===== src/rtl/cs_pkg.sv =====
// Shared encodings and constants for the control-sequencer command path.
// Holds the parser/handshake state types, default sync bytes and command codes.
package cs_pkg;

    typedef enum logic [2:0] {
        P_IDLE,
        P_H1,
        P_CMD,
        P_LEN,
        P_PAY,
        P_CSUM,
        P_SKIP
    } parse_state_t;

    typedef enum logic [1:0] {
        H_IDLE,
        H_REQ,
        H_WAIT
    } hs_state_t;

    localparam logic [7:0] HDR0_DEF = 8'h55;
    localparam logic [7:0] HDR1_DEF = 8'hAA;

    localparam logic [7:0] CMD_ADC_CHECK = 8'h01;
    localparam logic [7:0] CMD_ADC_CONF  = 8'h02;
    localparam logic [7:0] CMD_ADC_READ  = 8'h03;
    localparam logic [7:0] CMD_ADC_FIFO  = 8'h04;

    function automatic logic [7:0] sat_inc(input logic [7:0] v);
        return (v == 8'hFF) ? v : v + 8'd1;
    endfunction

endpackage


===== src/rtl/cs_hs_init.sv =====
// Generic four-phase fs/fd initiator: raises fs on start, drops it once fd is
// seen, then waits for fd to fall before accepting the next start.
//
// state  | meaning
// H_IDLE | no request open, start accepted
// H_REQ  | fs held high until fd=1 is sampled
// H_WAIT | fs low, waiting for fd to return to 0
module cs_hs_init
    import cs_pkg::*;
(
    input  logic clk,
    input  logic rst,
    input  logic start,
    input  logic fd,
    output logic fs,
    output logic idle
);

    hs_state_t state;

    always_ff @(posedge clk) begin
        if (rst) begin
            state <= H_IDLE;
            fs    <= 1'b0;
        end else begin
            case (state)
                H_IDLE: begin
                    if (start) begin
                        state <= H_REQ;
                        fs    <= 1'b1;
                    end
                end
                H_REQ: begin
                    if (fd) begin
                        state <= H_WAIT;
                        fs    <= 1'b0;
                    end
                end
                H_WAIT: begin
                    if (!fd) state <= H_IDLE;
                end
                default: begin
                    state <= H_IDLE;
                    fs    <= 1'b0;
                end
            endcase
        end
    end

    // Decoded from the registered state so a same-cycle H_WAIT exit still reads busy.
    assign idle = (state == H_IDLE);

endmodule


===== src/rtl/udp_cmd_rx.sv =====
// UDP command-frame receiver: parses HDR0 HDR1 CMD LEN payload CSUM, latches
// good commands and offers them to the control block through fs/fd.
//
// state  | meaning
// P_IDLE | hunting for HDR0
// P_H1   | HDR0 seen, expecting HDR1
// P_CMD  | next byte is the command code
// P_LEN  | next byte is the payload length
// P_PAY  | collecting payload bytes
// P_CSUM | next byte is the checksum
// P_SKIP | oversize frame, discarding until rx_last
module udp_cmd_rx
    import cs_pkg::*;
#(
    parameter int         MAX_LEN = 8,
    parameter logic [7:0] HDR0    = HDR0_DEF,
    parameter logic [7:0] HDR1    = HDR1_DEF
) (
    input  logic                   sys_clk,
    input  logic                   rst,
    input  logic                   rx_valid,
    input  logic [7:0]             rx_data,
    input  logic                   rx_last,
    output logic                   fs_udp_rx,
    input  logic                   fd_udp_rx,
    output logic [7:0]             cmd_code,
    output logic [7:0]             cmd_len,
    output logic [8*MAX_LEN-1:0]   cmd_data,
    output logic [7:0]             err_cnt,
    output logic [7:0]             drop_cnt
);

    localparam logic [7:0] MAX_LEN8 = 8'(MAX_LEN);

    parse_state_t state;
    logic [7:0]   sh_code;
    logic [7:0]   sh_len;
    logic [7:0]   sh_buf [MAX_LEN];
    logic [7:0]   idx;
    logic [7:0]   csum;

    logic frame_good;
    logic err_evt;
    logic hs_idle;
    logic load;

    always_comb begin
        frame_good = 1'b0;
        err_evt    = 1'b0;
        if (rx_valid) begin
            case (state)
                P_CMD:  err_evt = rx_last;
                P_LEN:  err_evt = rx_last || (rx_data > MAX_LEN8);
                P_PAY:  err_evt = rx_last;
                P_CSUM: begin
                    frame_good = (rx_data == csum);
                    err_evt    = (rx_data != csum);
                end
                default: ;
            endcase
        end
    end

    assign load = frame_good && hs_idle;

    always_ff @(posedge sys_clk) begin
        if (rst) begin
            state   <= P_IDLE;
            sh_code <= 8'h00;
            sh_len  <= 8'h00;
            idx     <= 8'h00;
            csum    <= 8'h00;
            for (int i = 0; i < MAX_LEN; i++) sh_buf[i] <= 8'h00;
        end else if (rx_valid) begin
            case (state)
                P_IDLE: begin
                    if (rx_data == HDR0) state <= P_H1;
                end
                P_H1: begin
                    if (rx_data == HDR1) begin
                        state <= P_CMD;
                        csum  <= 8'h00;
                    end else if (rx_data != HDR0) begin
                        state <= P_IDLE;
                    end
                end
                P_CMD: begin
                    if (rx_last) begin
                        state <= P_IDLE;
                    end else begin
                        sh_code <= rx_data;
                        csum    <= csum + rx_data;
                        state   <= P_LEN;
                    end
                end
                P_LEN: begin
                    sh_len <= rx_data;
                    csum   <= csum + rx_data;
                    idx    <= 8'h00;
                    if (rx_last)                state <= P_IDLE;
                    else if (rx_data > MAX_LEN8) state <= P_SKIP;
                    else if (rx_data == 8'h00)  state <= P_CSUM;
                    else                        state <= P_PAY;
                end
                P_PAY: begin
                    if (rx_last) begin
                        state <= P_IDLE;
                    end else begin
                        for (int i = 0; i < MAX_LEN; i++)
                            if (idx == 8'(i)) sh_buf[i] <= rx_data;
                        csum <= csum + rx_data;
                        if (idx == sh_len - 8'd1) state <= P_CSUM;
                        else                      idx   <= idx + 8'd1;
                    end
                end
                P_CSUM: state <= P_IDLE;
                P_SKIP: begin
                    if (rx_last) state <= P_IDLE;
                end
                default: state <= P_IDLE;
            endcase
        end
    end

    always_ff @(posedge sys_clk) begin
        if (rst) begin
            cmd_code <= 8'h00;
            cmd_len  <= 8'h00;
            cmd_data <= '0;
            err_cnt  <= 8'h00;
            drop_cnt <= 8'h00;
        end else begin
            if (err_evt) err_cnt <= sat_inc(err_cnt);
            if (frame_good && !hs_idle) drop_cnt <= sat_inc(drop_cnt);
            if (load) begin
                cmd_code <= sh_code;
                cmd_len  <= sh_len;
                // Stale shadow bytes beyond this frame's length are masked off here.
                for (int i = 0; i < MAX_LEN; i++)
                    cmd_data[8*i +: 8] <= (8'(i) < sh_len) ? sh_buf[i] : 8'h00;
            end
        end
    end

    cs_hs_init u_hs (
        .clk   (sys_clk),
        .rst   (rst),
        .start (load),
        .fd    (fd_udp_rx),
        .fs    (fs_udp_rx),
        .idle  (hs_idle)
    );

endmodule


===== config.mk =====
export PLATFORM = sky130hd
export DESIGN_NAME = udp_cmd_rx
export DESIGN_NICKNAME = d
export VERILOG_FILES = /design/src/rtl/cs_pkg.sv /design/src/rtl/cs_hs_init.sv /design/src/rtl/udp_cmd_rx.sv
export SDC_FILE = /design/constraint.sdc
export NUM_CORES = 1
export LEC_CHECK = 0
export ABC_AREA = 1
export CORE_MARGIN = 2
export CORE_UTILIZATION = 45
export CTS_BUF_LIST = sky130_fd_sc_hd__clkbuf_8
export DETAILED_ROUTE_END_ITERATION = 6
export PLACE_DENSITY = 0.67
export SYNTH_ARGS = -nofsm -noshare
export SYNTH_HDL_FRONTEND = slang
export SYNTH_HIERARCHICAL = 1
export SYNTH_SLANG_ARGS = --single-unit

===== constraint.sdc =====
create_clock -name sys_clk -period 3.6 [get_ports sys_clk]
set_input_delay 0.36 -clock sys_clk [delete_from_list [all_inputs] [get_ports sys_clk]]
set_output_delay 0.36 -clock sys_clk [all_outputs]
set_load 0.005 [all_outputs]

## After elaboration in Yosys (flattened, before gate mapping)

Memory sizes are Yosys's and may differ from the RTL's.
Cells that the tools add are included.

- Register bits: 134
- Bits in writable memories: 64
- Input bits: 13
- Output and inout bits: 97
- Memories: 1

Memory list:

| name | words | bits a word | read ports | clocked after Yosys merged registers in | wr ports | RTL line | text |
|---|---|---|---|---|---|---|---|
| sh_buf | 8 | 8 | 8 | 0 | 8 | udp_cmd_rx.sv:38 | `logic [7:0] sh_buf [MAX_LEN];` |

- Add/subtract/negate cells: 5
- Order comparisons: 9
- Eq/ne operators: 34
- Muxes and demuxes: 94
- Bitwise gates (word level): 12
- Reductions and logical operators: 20

Operators with widths:

| kind | number |
|---|---|
| $mux W8 | 20 |
| $mux W1 | 56 |
| $eq A8 B3 Y1 const B | 4 |
| $lt A3 B8 Y1 const A | 4 |
| $add A8 B1 Y8 const B | 3 |
| $eq A8 B8 Y1 const B | 3 |
| $pmux W8 S3 | 1 |
| $mux W3 | 7 |
| $pmux W3 S6 | 1 |
| $eq A8 B2 Y1 const B | 2 |
| $eq A8 B8 Y1 | 2 |
| $logic_not A8 Y1 | 2 |
| $lt A1 B8 Y1 const A | 2 |
| $lt A2 B8 Y1 const A | 2 |
| $ne A2 B2 Y1 const B | 8 |
| $pmux W8 S2 | 1 |
| $mux W2 | 5 |
| $eq A3 B3 Y1 const B | 3 |
| $reduce_and A3 Y1 | 3 |
| $add A8 B8 Y8 | 1 |
| $eq A8 B1 Y1 const B | 1 |
| $eq A8 B7 Y1 const B | 1 |
| $gt A8 B4 Y1 const B | 1 |
| $ne A8 B7 Y1 const B | 1 |
| 23 further kinds | 40 |

## Longest topological paths before layout

Gate-level depths: netlist of run 1.

- Depth in word-level cells: 8
- Gate-level depth with buffers: 17

## Cells and area by module

The synthesis of run 1 kept the hierarchy.

Modules (own cells, without submodules):

| module | instances | cells an instance | area an instance (um2) | seq. area each (um2) |
|---|---|---|---|---|
| udp_cmd_rx | 1 | 979 | 8540.7 | 4544.4 |
| cs_hs_init | 1 | 19 | 132.6 | 60.1 |

## Worst setup path after synthesis of run 1

Ideal clock, no wire load.

- Path type: input-to-reg
- Start: input port rx_data[4]
- End: register u_hs.fs
- Data arrival time: 2.002 ns
- Required time: 3.538 ns
- Path slack: 1.536 ns
- Stages on the path: 12
- Path through: ha_1 > nor2_1 > nand2_1 > nor4_1 > nand4_1 > nor2_4 > buf_4 > buf_4 > nand2_1 > nand2_1 > nand2_1 > nor2_2

- Word-level cells in the longest chain between the ends: 6

RTL lines:

| what | RTL line | text |
|---|---|---|
| start, declared | udp_cmd_rx.sv:22 | `input logic [7:0] rx_data,` |
| $eq A8 B8 Y1 | udp_cmd_rx.sv:56 | `frame_good = (rx_data == csum);` |
| $mux W1 | udp_cmd_rx.sv:51 | `case (state)` |
| $mux W1 | udp_cmd_rx.sv:50 | `if (rx_valid) begin` |
| $logic_and A1 B1 Y1 | udp_cmd_rx.sv:64 | `assign load = frame_good && hs_idle;` |
| named net load | udp_cmd_rx.sv:45 | `logic load;` |
| $ne A2 B1 Y1 (no line) | n/a |  |
| $reduce_and A3 Y1 (no line) | n/a |  |
| end signal, assigned | cs_hs_init.sv:30 | `fs <= 1'b1;` |
| end signal, assigned | cs_hs_init.sv:36 | `fs <= 1'b0;` |
| end signal, assigned | cs_hs_init.sv:44 | `fs <= 1'b0;` |
| end, declared | cs_hs_init.sv:15 | `output logic fs,` |

The timed path passes the listed nets, and every way through them passes these cells.
A chain may end at the register's enable or synchronous reset.

## Final worst setup path of run 1

- Start: input port rx_data[3]
- End: register cmd_data[33]

- Word-level cells in the longest chain between the ends: 4

RTL lines:

| what | RTL line | text |
|---|---|---|
| $eq A8 B8 Y1 | udp_cmd_rx.sv:56 |  |
| $mux W1 | udp_cmd_rx.sv:51 |  |
| $mux W1 | udp_cmd_rx.sv:50 |  |
| $logic_and A1 B1 Y1 | udp_cmd_rx.sv:64 |  |
| end signal, assigned by index | udp_cmd_rx.sv:140 | `cmd_data[8*i +: 8] <= (8'(i) < sh_len) ? sh_buf[i] : 8'h00;` |
| end, declared | udp_cmd_rx.sv:28 | `output logic [8*MAX_LEN-1:0] cmd_data,` |

No other way between the ends.

==> results of run 1 <==
[how the worst min path moves through the flow]
stage | slack (ns) | depth (start not counted) | startpoint | end
2_1_floorplan | 0.43 | 1 | rst | u_hs/state[0]
3_3_place_gp | 0.45 | 1 | cmd_data[16] | cmd_data[16]
3_5_place_dp | 0.45 | 1 | cmd_data[5] | cmd_data[5]
4_1_cts | 0.48 | 1 | cmd_data[20] | cmd_data[20]
5_1_grt | 0.49 | 1 | cmd_data[17] | cmd_data[17]
6_report | 0.47 | 1 | cmd_data[20] | cmd_data[20]
[synthesized netlist by cell type, types with 9 or more instances]
library cell  count
o21ai_0          94
inv_1           105
ha_1             16
edfxtp_1         64
o211a_1          24
nand4_1           9
nand3_1          46
a21oi_1         109
o21a_1           41
buf_2            10
xor2_1           13
nand2_1         134
dfxtp_1         134
clkbuf_1         23
nor3_1           11
nor2_1          119
[registers in the layout (all words and copies together) (netlist names), 3 cells and up]
name / count
state: 3
csum: 8
cmd_data: 64
sh_len: 8
sh_code: 8
cmd_code: 8
cmd_len: 8
drop_cnt: 8
idx: 8
err_cnt: 8
sh_buf: 64
[routing by layer]
| layer | vias up | track usage | wire length, µm |
|---|---|---|---|
| met4 | 0 | 0.0584 | 201 |
| met2 | 149 | 0.344 | 9530 |
| met3 | 17 | 0.0537 | 1140 |
| met1 | 3267 | 0.271 | 9460 |
| met5 | - | 0 | 0 |
| li1 | 3555 | - | - |
[kinds of logic (layout without fill, tap and decap cells)]
family / after synthesis / in the layout / synth area share
AO/OA/AOI/OAI: 273 / 273 / 0.185
XOR/XNOR: 20 / 20 / 0.0202
buffers and inverters: 150 / 260 / 0.0695
AND/OR/NAND/NOR: 340 / 340 / 0.169
adder cells (fa/ha/maj): 17 / 17 / 0.0254
flip-flops: 198 / 198 / 0.531
[worst max-delay path, cell delays in order]
cell             delay [ns]
clkdlybuf4s50_1        0.58
ha_1                   0.44
nor2_1                 0.12
nand2_1                0.06
nor4_1                 0.25
nand4_1                0.25
nor2_4                 0.29
buf_12                 0.23
buf_12                 0.19
o21ai_0                0.12
o211a_1                0.15
[final cells by class]
| cell class | instances | area [µm²] | area share |
|---|---|---|---|
| Timing Repair Buffer | 120 | 1230 | 0.119 |
| Tap cell | 260 | 325 | 0.0313 |
| Sequential cell | 198 | 4600 | 0.443 |
| Clock inverter | 15 | 119 | 0.0114 |
| Inverter | 108 | 405 | 0.0390 |
| Multi-Input combinational cell | 650 | 3470 | 0.334 |
| Clock buffer | 17 | 234 | 0.0225 |
[power by group through the flow]
stage | Combinational [mW] | Clock [mW] | Sequential (mW)
floorplan | 0.305 | 0 | 2.44
global placement | 0.423 | 0 | 2.45
global route | 0.484 | 1.45 | 2.41
CTS | 0.428 | 1.35 | 2.40
finish | 0.426 | 1.32 | 2.40
detailed placement | 0.425 | 0 | 2.45
[through the flow]
stage / utilization / cell area (µm²) / instances / hold slack (ns) / total power [mW]
final: 0.551 / 10400 / 1368 / 0.470 / 4.15
after global routing: 0.551 / 10400 / 1368 / 0.488 / 4.34
after CTS: 0.551 / 10400 / 1368 / 0.477 / 4.18
after detailed placement: 0.533 / 10000 / 1336 / 0.453 / 2.87
after global placement: 0.533 / 10000 / 1336 / 0.447 / 2.87
after floorplan: - / 8670 / 998 / 0.429 / 2.75
[placed cells by master, fill, tap and decap left out, types with 7 or more instances in the layout]
cell               n
a21oi_1          109
clkbuf_8          17
clkdlybuf4s50_1  108
dfxtp_1          134
edfxtp_1          64
ha_1              16
inv_1            105
nand2_1          134
nand3_1           46
nand4_1            9
nor2_1           119
nor3_1            11
o211a_1           24
o21a_1            41
o21ai_0           94
xnor2_1            7
xor2_1            13
==> run_results.csv, run 1 <==
group,metric,value,unit
global_routing,grt_pass1_vias,6573,
cts,postCtsSetupBuffers,0,
floorplanning,initial_core_util,0.461,
floorplanning,die_area,0.0204,mm²
detailed_routing,drtIter0Drc,485,
worst_setup_path,crit_path_end,"cmd_data[33]",
sta,timing.final.max_slew_violations,0,
global_routing,grt_overflow,0,
worst_setup_path,crit_path_start_kind,"input pin",
cts,cts_buffers,17,
logic_synthesis,yosysTopAreaCell,"dfxtp_1",
sta,rsz0062_at_grt,"false",
power,powerDensity,399,mW/mm²
finish,nNetsFinal,1125,
cts,htreeDepth,4,
placed_design,io_buffers,109,
detailed_routing,firstDrtPassIters,4,
worst_setup_path,rr_endpoint,"idx[1]",
power,p_sw_frac,0.281,
placed_design,place_ws,0.447,ns
cts,cts_hold_buf,0,
global_routing,grtUsageTotal,0.208,
power,ir_drop,0.236,mV
power,p_leak,4.18,nW
cts,clockBufferDepth,2,
logic_synthesis,yosysSeqAreaShare,0.531,
worst_setup_path,critical_path.startpoint,"rx_data[3]",
floorplanning,pin_count,110,
power,p_comb_frac,0.103,
worst_setup_path,r2r_cells,16,
global_routing,antenna_found_initial,0,
placed_design,dpl.hpwl,14.4,mm
floorplanning,num_rows,50,
job,cap_violations,0,
power,power_frac_clock,0.319,
finish,drive_gt1_frac,0.0542,
power,power.switching,1.16,mW
worst_setup_path,worstSetupEndpointType,"flip-flop",
logic_synthesis,syn-num-nets,1028,
detailed_routing,wl_per_cell,14.9,µm
logic_synthesis,synth_edf_count,64,
logic_synthesis,postSynth.asyncResetShare,0,
cts,cts_tree,"done",
logic_synthesis,synth_cells,998,
worst_setup_path,critical_path.max_fanout,33,
power,seqPwrFrac,0.579,
worst_setup_path,critPathRequiredTime,3.96,ns
sta,final.period_utilization,0.745,
logic_synthesis,synth_area_leaders,"dfxtp_1, edfxtp_1, a21oi_1, nand2_1, o21ai_0",
cts,path_clk_slew,0.10,ns
sta,finClkSkew,0.0140,ns
sta,final_hold_viol_count,0,
worst_setup_path,reg2reg_from,"sh_len[0]",
detailed_routing,postRouteAntennaNets,0,
detailed_routing,wirelength,20.3,mm
logic_synthesis,synth_top_area_share,0.309,
global_routing,grt_pass1_wl,33.2,mm
sta,final-setup-viol-count,0,
cts,numClockSinks,198,
sta,layout_min_cycle_time,2.68,ns
detailed_routing,drc,0,
worst_setup_path,reg2reg_slack,1.10,ns
placed_design,gp_congestion,0.876,
logic_synthesis,syn_area,0.00867,mm²
detailed_routing,vias,6988,
status,status,"completed",
floorplanning,core_area,0.0188,mm²
global_routing,grt_max_degree,71,
logic_synthesis,ys_ff_latch,198,
cts,cts-root-buf,"clkbuf_8",
logic_synthesis,ys_types,35,
finish,n_antenna_cell,0,
sta,fin_setup_tns,0,ns
sta,slew_headroom,0.395,
hold_path,worstHoldPathType,"reg2reg",
finish,fillers,1734,
worst_setup_path,crit_type,"in2reg",
detailed_routing,viasPerCell,5.11,
power,p_int,2.98,mW
floorplanning,die_h,143,µm
logic_synthesis,ys_warn_count,6,
sta,tightest_slew,0.906,ns
worst_setup_path,arrival,3.04,ns
cts,clk_latency,0.47,ns
floorplanning,chipWidth,143,µm
finish,synthToLayoutAreaGrowth,19.7,%
logic_synthesis,avgSynthCellArea,8.69,µm²
sta,setup_ws,0.919,ns
sta,max_clock_freq,373,MHz
logic_synthesis,synth-main-ff-cell,"dfxtp_1",
cts,cts_resized,0,
Power figures use the tool's default switching activity.
==> run 2, diff against run 1 <==
==> constraint.sdc (replaced) <==
create_clock -name sys_clk -period 2.7 [get_ports sys_clk]
set_input_delay 0.27 -clock sys_clk [delete_from_list [all_inputs] [get_ports sys_clk]]
set_output_delay 0.27 -clock sys_clk [all_outputs]
set_load 0.005 [all_outputs]
==> run_results.csv, run 2 (same netlist as run 1, synthesis figures left out) <==
group,metric,value,unit
job,cap_violations,0,
global_routing,grt_pass1_wl,32.0,mm
cts,cts_resized,0,
power,power.switching,1.52,mW
floorplanning,initial_core_util,0.461,
power,ir_drop,0.333,mV
detailed_routing,drtIter0Drc,499,
floorplanning,pin_count,110,
sta,finClkSkew,0.0172,ns
hold_path,worstHoldPathType,"in2reg",
power,p_sw_frac,0.271,
detailed_routing,vias,7044,
global_routing,grt_overflow,0,
cts,htreeDepth,4,
worst_setup_path,critPathRequiredTime,3.13,ns
floorplanning,num_rows,50,
power,p_int,4.09,mW
power,p_comb_frac,0.108,
detailed_routing,viasPerCell,5.05,
floorplanning,die_h,143,µm
finish,final_cell_mix,"nand2_1, dfxtp_1, nor2_1",
floorplanning,core_area,0.0188,mm²
cts,path_clk_slew,0.10,ns
placed_design,dpl.hpwl,14.5,mm
finish,synthToLayoutAreaGrowth,21.8,%
placed_design,gp_congestion,0.877,
cts,clockBufferDepth,2,
worst_setup_path,arrival,2.73,ns
sta,timing.final.max_slew_violations,0,
finish,instances_no_fill,1394,
cts,numClockSinks,198,
sta,final.period_utilization,0.853,
finish,nNetsFinal,1151,
finish,largestRegisters,"cmd_data x64, sh_buf x64",
sta,tightest_slew,0.618,ns
sta,slew_headroom,0.588,
worst_setup_path,crit_path_start_kind,"flip-flop",
finish,n_antenna_cell,0,
placed_design,io_buffers,109,
cts,cts_hold_buf,0,
cts,cts_buffers,17,
detailed_routing,drc,0,
sta,final-setup-viol-count,0,
floorplanning,die_area,0.0204,mm²
power,seqPwrFrac,0.571,
detailed_routing,postRouteAntennaNets,0,
sta,layout_min_cycle_time,2.30,ns
global_routing,grtUsageTotal,0.200,
sta,rsz0062_at_grt,"false",
placed_design,dp.cells,1362,
status,status,"completed",
finish,regArea,0.00460,mm²
finish,drive_gt1_frac,0.0732,
cts,postCtsSetupBuffers,0,
power,p_leak,4.30,nW
finish,fin_util,0.561,
finish,fillers,1751,
power,powerDensity,530,mW/mm²
worst_setup_path,crit_type,"reg2reg",
cts,clk_latency,0.48,ns
cts,cts_tree,"done",
sta,max_clock_freq,434,MHz
floorplanning,chipWidth,143,µm
global_routing,grt_pass1_vias,6312,
sta,final_hold_viol_count,0,
cts,cts-root-buf,"clkbuf_8",
worst_setup_path,critical_path.max_fanout,57,
detailed_routing,wl_per_cell,14.4,µm
detailed_routing,firstDrtPassIters,5,
worst_setup_path,worstSetupEndpointType,"flip-flop",
global_routing,antenna_found_initial,0,
global_routing,grt_max_degree,62,
detailed_routing,wirelength,20.1,mm
power,power_frac_clock,0.321,
finish,multi_input_area,0.00347,mm²
run 2: cell count changes in the layout (fill, tap and decap cells not counted), moves of 2 or more:
cell      change
buf_4        +28
clkinv_2      -2
buf_12        -2
inv_6         -5
inv_1         +2
run 2: critical path: stages, from the launching register on:
cell	delay, ns
dfxtp_1	0.33
ha_1	0.29
nor2_1	0.16
nand2_1	0.06
nor4_1	0.26
nand4_1	0.26
nor2_4	0.25
buf_12	0.25
buf_4	0.23
o21a_1	0.13
run 2: per-stage QoR:
stage                     cell area [µm²]  worst slack, ns  TNS, ns  hold slack, ns  total power [mW]
final                               10600            0.396        0           0.211              5.60
after global routing                10600            0.178        0           0.225              5.85
after CTS                           10600            0.389        0           0.184              5.64
after detailed placement            10200          -0.0101  -0.0101           0.453              3.87
after global placement              10200           0.0589        0           0.447              3.87
after floorplan                      8670            0.714        0           0.339              3.66
run 2: power by group through the flow:
stage / logic, mW / registers, mW / clock network [mW]
floorplan: 0.407 / 3.25 / 0
finish: 0.607 / 3.20 / 1.80
CTS: 0.607 / 3.20 / 1.83
global route: 0.683 / 3.21 / 1.96
global placement: 0.601 / 3.26 / 0
detailed placement: 0.604 / 3.27 / 0
run 2: cell type report:
class | count | share of cell area
flip-flops and latches | 198 | 0.436
multi-input cells | 650 | 0.328
repair buffers | 146 | 0.133
inverters | 108 | 0.0384
well taps | 260 | 0.0308
clock buffers | 17 | 0.0221
clock inverters | 15 | 0.0124
run 2: worst paths after layout:
path | startpoint | end | slack, ns | depth (start not counted)
hold reg to reg | cmd_data[16] | cmd_data[16] | 0.47 | 1
setup reg to reg | csum[2] | cmd_data[0] | 0.40 | 9
setup / recovery | csum[2] | cmd_data[0] | 0.40 | 9
hold / removal | rst | err_cnt[5] | 0.21 | 2
run 2: layer usage:
layer,share of wire,GRT usage,vias up
met5,0,0,-
met2,0.46,0.325,173
met1,0.46,0.265,3244
met3,0.058,0.0480,21
met4,0.013,0.0631,0
li1,-,-,3606
==> run 3, diff against run 2 <==
--- a/config.mk
+++ b/config.mk
@@ -6,6 +6,7 @@
 export NUM_CORES = 1
 export LEC_CHECK = 0
 export ABC_AREA = 1
+export CORE_ASPECT_RATIO = 2
 export CORE_MARGIN = 2
 export CORE_UTILIZATION = 45
 export CTS_BUF_LIST = sky130_fd_sc_hd__clkbuf_8
==> run_results.csv, run 3 (same netlist as run 1, synthesis figures left out) <==
group,metric,value,unit
worst_setup_path,arrival,2.70,ns
sta,tightest_slew,0.677,ns
worst_setup_path,critical_path.max_fanout,9,
detailed_routing,wirelength,21.8,mm
worst_setup_path,critical_path.startpoint,"sh_len[0]",
finish,nNetsFinal,1156,
floorplanning,pin_count,110,
global_routing,antenna_found_initial,0,
cts,numClockSinks,198,
worst_setup_path,r2r_cells,16,
cts,cts_resized,0,
sta,final.period_utilization,0.857,
finish,n_antenna_cell,0,
worst_setup_path,reg2reg_from,"sh_len[0]",
floorplanning,core_area,0.0188,mm²
sta,slew_headroom,0.548,
global_routing,grt_pass1_wl,34.7,mm
sta,layout_min_cycle_time,2.31,ns
power,p_leak,4.34,nW
detailed_routing,vias,7201,
worst_setup_path,cpMaxStageDelayCell,"dfxtp_1",
floorplanning,num_rows,71,
cts,postCtsSetupBuffers,0,
cts,clk_latency,0.48,ns
detailed_routing,firstDrtPassIters,7,
floorplanning,die_h,200,µm
finish,largestRegisters,"cmd_data x64, sh_buf x64",
job,cap_violations,0,
status,status,"completed",
detailed_routing,postRouteAntennaNets,0,
floorplanning,initial_core_util,0.461,
cts,cts-root-buf,"clkbuf_8",
finish,fillers,1792,
finish,synthToLayoutAreaGrowth,22.8,%
finish,final_cell_mix,"nand2_1, dfxtp_1, nor2_1",
sta,timing.final.max_slew_violations,0,
global_routing,grt_pass1_vias,6958,
placed_design,gp_congestion,0.883,
placed_design,dpl.hpwl,16.2,mm
cts,cts_tree,"done",
sta,fin_setup_tns,0,ns
sta,final-setup-viol-count,0,
cts,clockBufferDepth,2,
global_routing,grtUsageTotal,0.219,
sta,finClkSkew,0.0164,ns
global_routing,grt_overflow,0,
detailed_routing,viasPerCell,5.17,
sta,max_clock_freq,432,MHz
global_routing,grt_max_degree,63,
worst_setup_path,critPathRequiredTime,3.09,ns
placed_design,io_buffers,109,
sta,rsz0062_at_grt,"false",
worst_setup_path,crit_path_end,"idx[1]",
cts,cts_buffers,17,
power,ir_drop,0.302,mV
sta,final_hold_viol_count,0,
cts,path_clk_slew,0.11,ns
hold_path,worstHoldPathType,"in2reg",
worst_setup_path,crit_path_start_kind,"flip-flop",
floorplanning,die_area,0.0205,mm²
worst_setup_path,slowest_delay,0.47,ns
worst_setup_path,worstSetupEndpointType,"flip-flop",
cts,htreeDepth,4,
power,powerDensity,544,mW/mm²
worst_setup_path,cpMostUsedCell,"nand2_1",
detailed_routing,drtIter0Drc,307,
power,p_total,5.79,mW
finish,drive_gt1_frac,0.0799,
worst_setup_path,crit_chain,"inv_1 -> ha_1 -> inv_1 -> nand2_1 -> nand2_1 -> nand2_1 -> nand2_1 -> inv_1 -> nand3_1 -> nor2_1 -> nand3_1 -> nand2_1 -> nand2_2 -> nand2_2 -> o21ai_0 -> nor2_1",
worst_setup_path,rr_endpoint,"idx[1]",
cts,cts_hold_buf,0,
detailed_routing,drc,0,
floorplanning,chipWidth,102,µm
worst_setup_path,reg2reg_slack,0.39,ns
detailed_routing,wl_per_cell,15.6,µm
worst_setup_path,crit_type,"reg2reg",
==> run 3: cell types whose count changed in the layout (fill, tap and decap cells not counted), sizes merged <==
cell    change
inv         -2
buf         +5
clkinv      +1
bufinv      +1
==> run 3: cell type report <==
cell class	count	area, µm²	share of cell area
sequential	198	4600	0.432
clock inverter	15	171	0.0161
timing repair buffer	151	1450	0.136
multi-input combinational	650	3470	0.325
inverter	108	405	0.0381
tap	255	319	0.0300
clock buffer	17	234	0.0220
==> run 3: worst min-delay path by stage <==
stage / start / end / cells after the start
2_1_floorplan: rst / u_hs/state[0] / 1
3_3_place_gp: cmd_data[18] / cmd_data[18] / 1
3_5_place_dp: cmd_data[7] / cmd_data[7] / 1
4_1_cts: rst / sh_buf[1][21] / 2
5_1_grt: rst / sh_buf[1][27] / 2
6_report: rst / sh_buf[1][21] / 2
==> run 3: critical path: cells and delay by family, from the launching register on <==
kind | cells | cell delay, ns
AND/OR/NAND/NOR | 11 | 0.93
flip-flops | 1 | 0.47
buffers and inverters | 3 | 0.31
adder cells (fa/ha/maj) | 1 | 0.31
AO/OA/AOI/OAI | 1 | 0.19
==> run 3: metal layers <==
| metal | wire length [µm] | GRT usage | vias up |
|---|---|---|---|
| met3 | 632 | 0.0321 | 44 |
| met1 | 7790 | 0.219 | 3391 |
| met5 | 0 | 0 | - |
| met2 | 12600 | 0.428 | 145 |
| met4 | 737 | 0.0886 | 0 |
| li1 | - | - | 3621 |
==> run 3: per-stage QoR <==
stage	hold slack [ns]	cell area, µm²	cells	setup WS (ns)	utilization
final	0.316	10700	1394	0.387	0.566
after global routing	0.326	10700	1394	0.149	0.566
after CTS	0.299	10700	1394	0.405	0.566
after detailed placement	0.453	10200	1362	0.0439	0.544
after global placement	0.447	10200	1362	0.0797	0.544
after floorplan	0.339	8670	998	0.714	-
==> run 3: report_power, final <==
part | internal (mW) | switching, mW
sequential | 3.15 | 0.0499
clock | 0.847 | 1.12
combinational | 0.201 | 0.426
total | 4.20 | 1.59
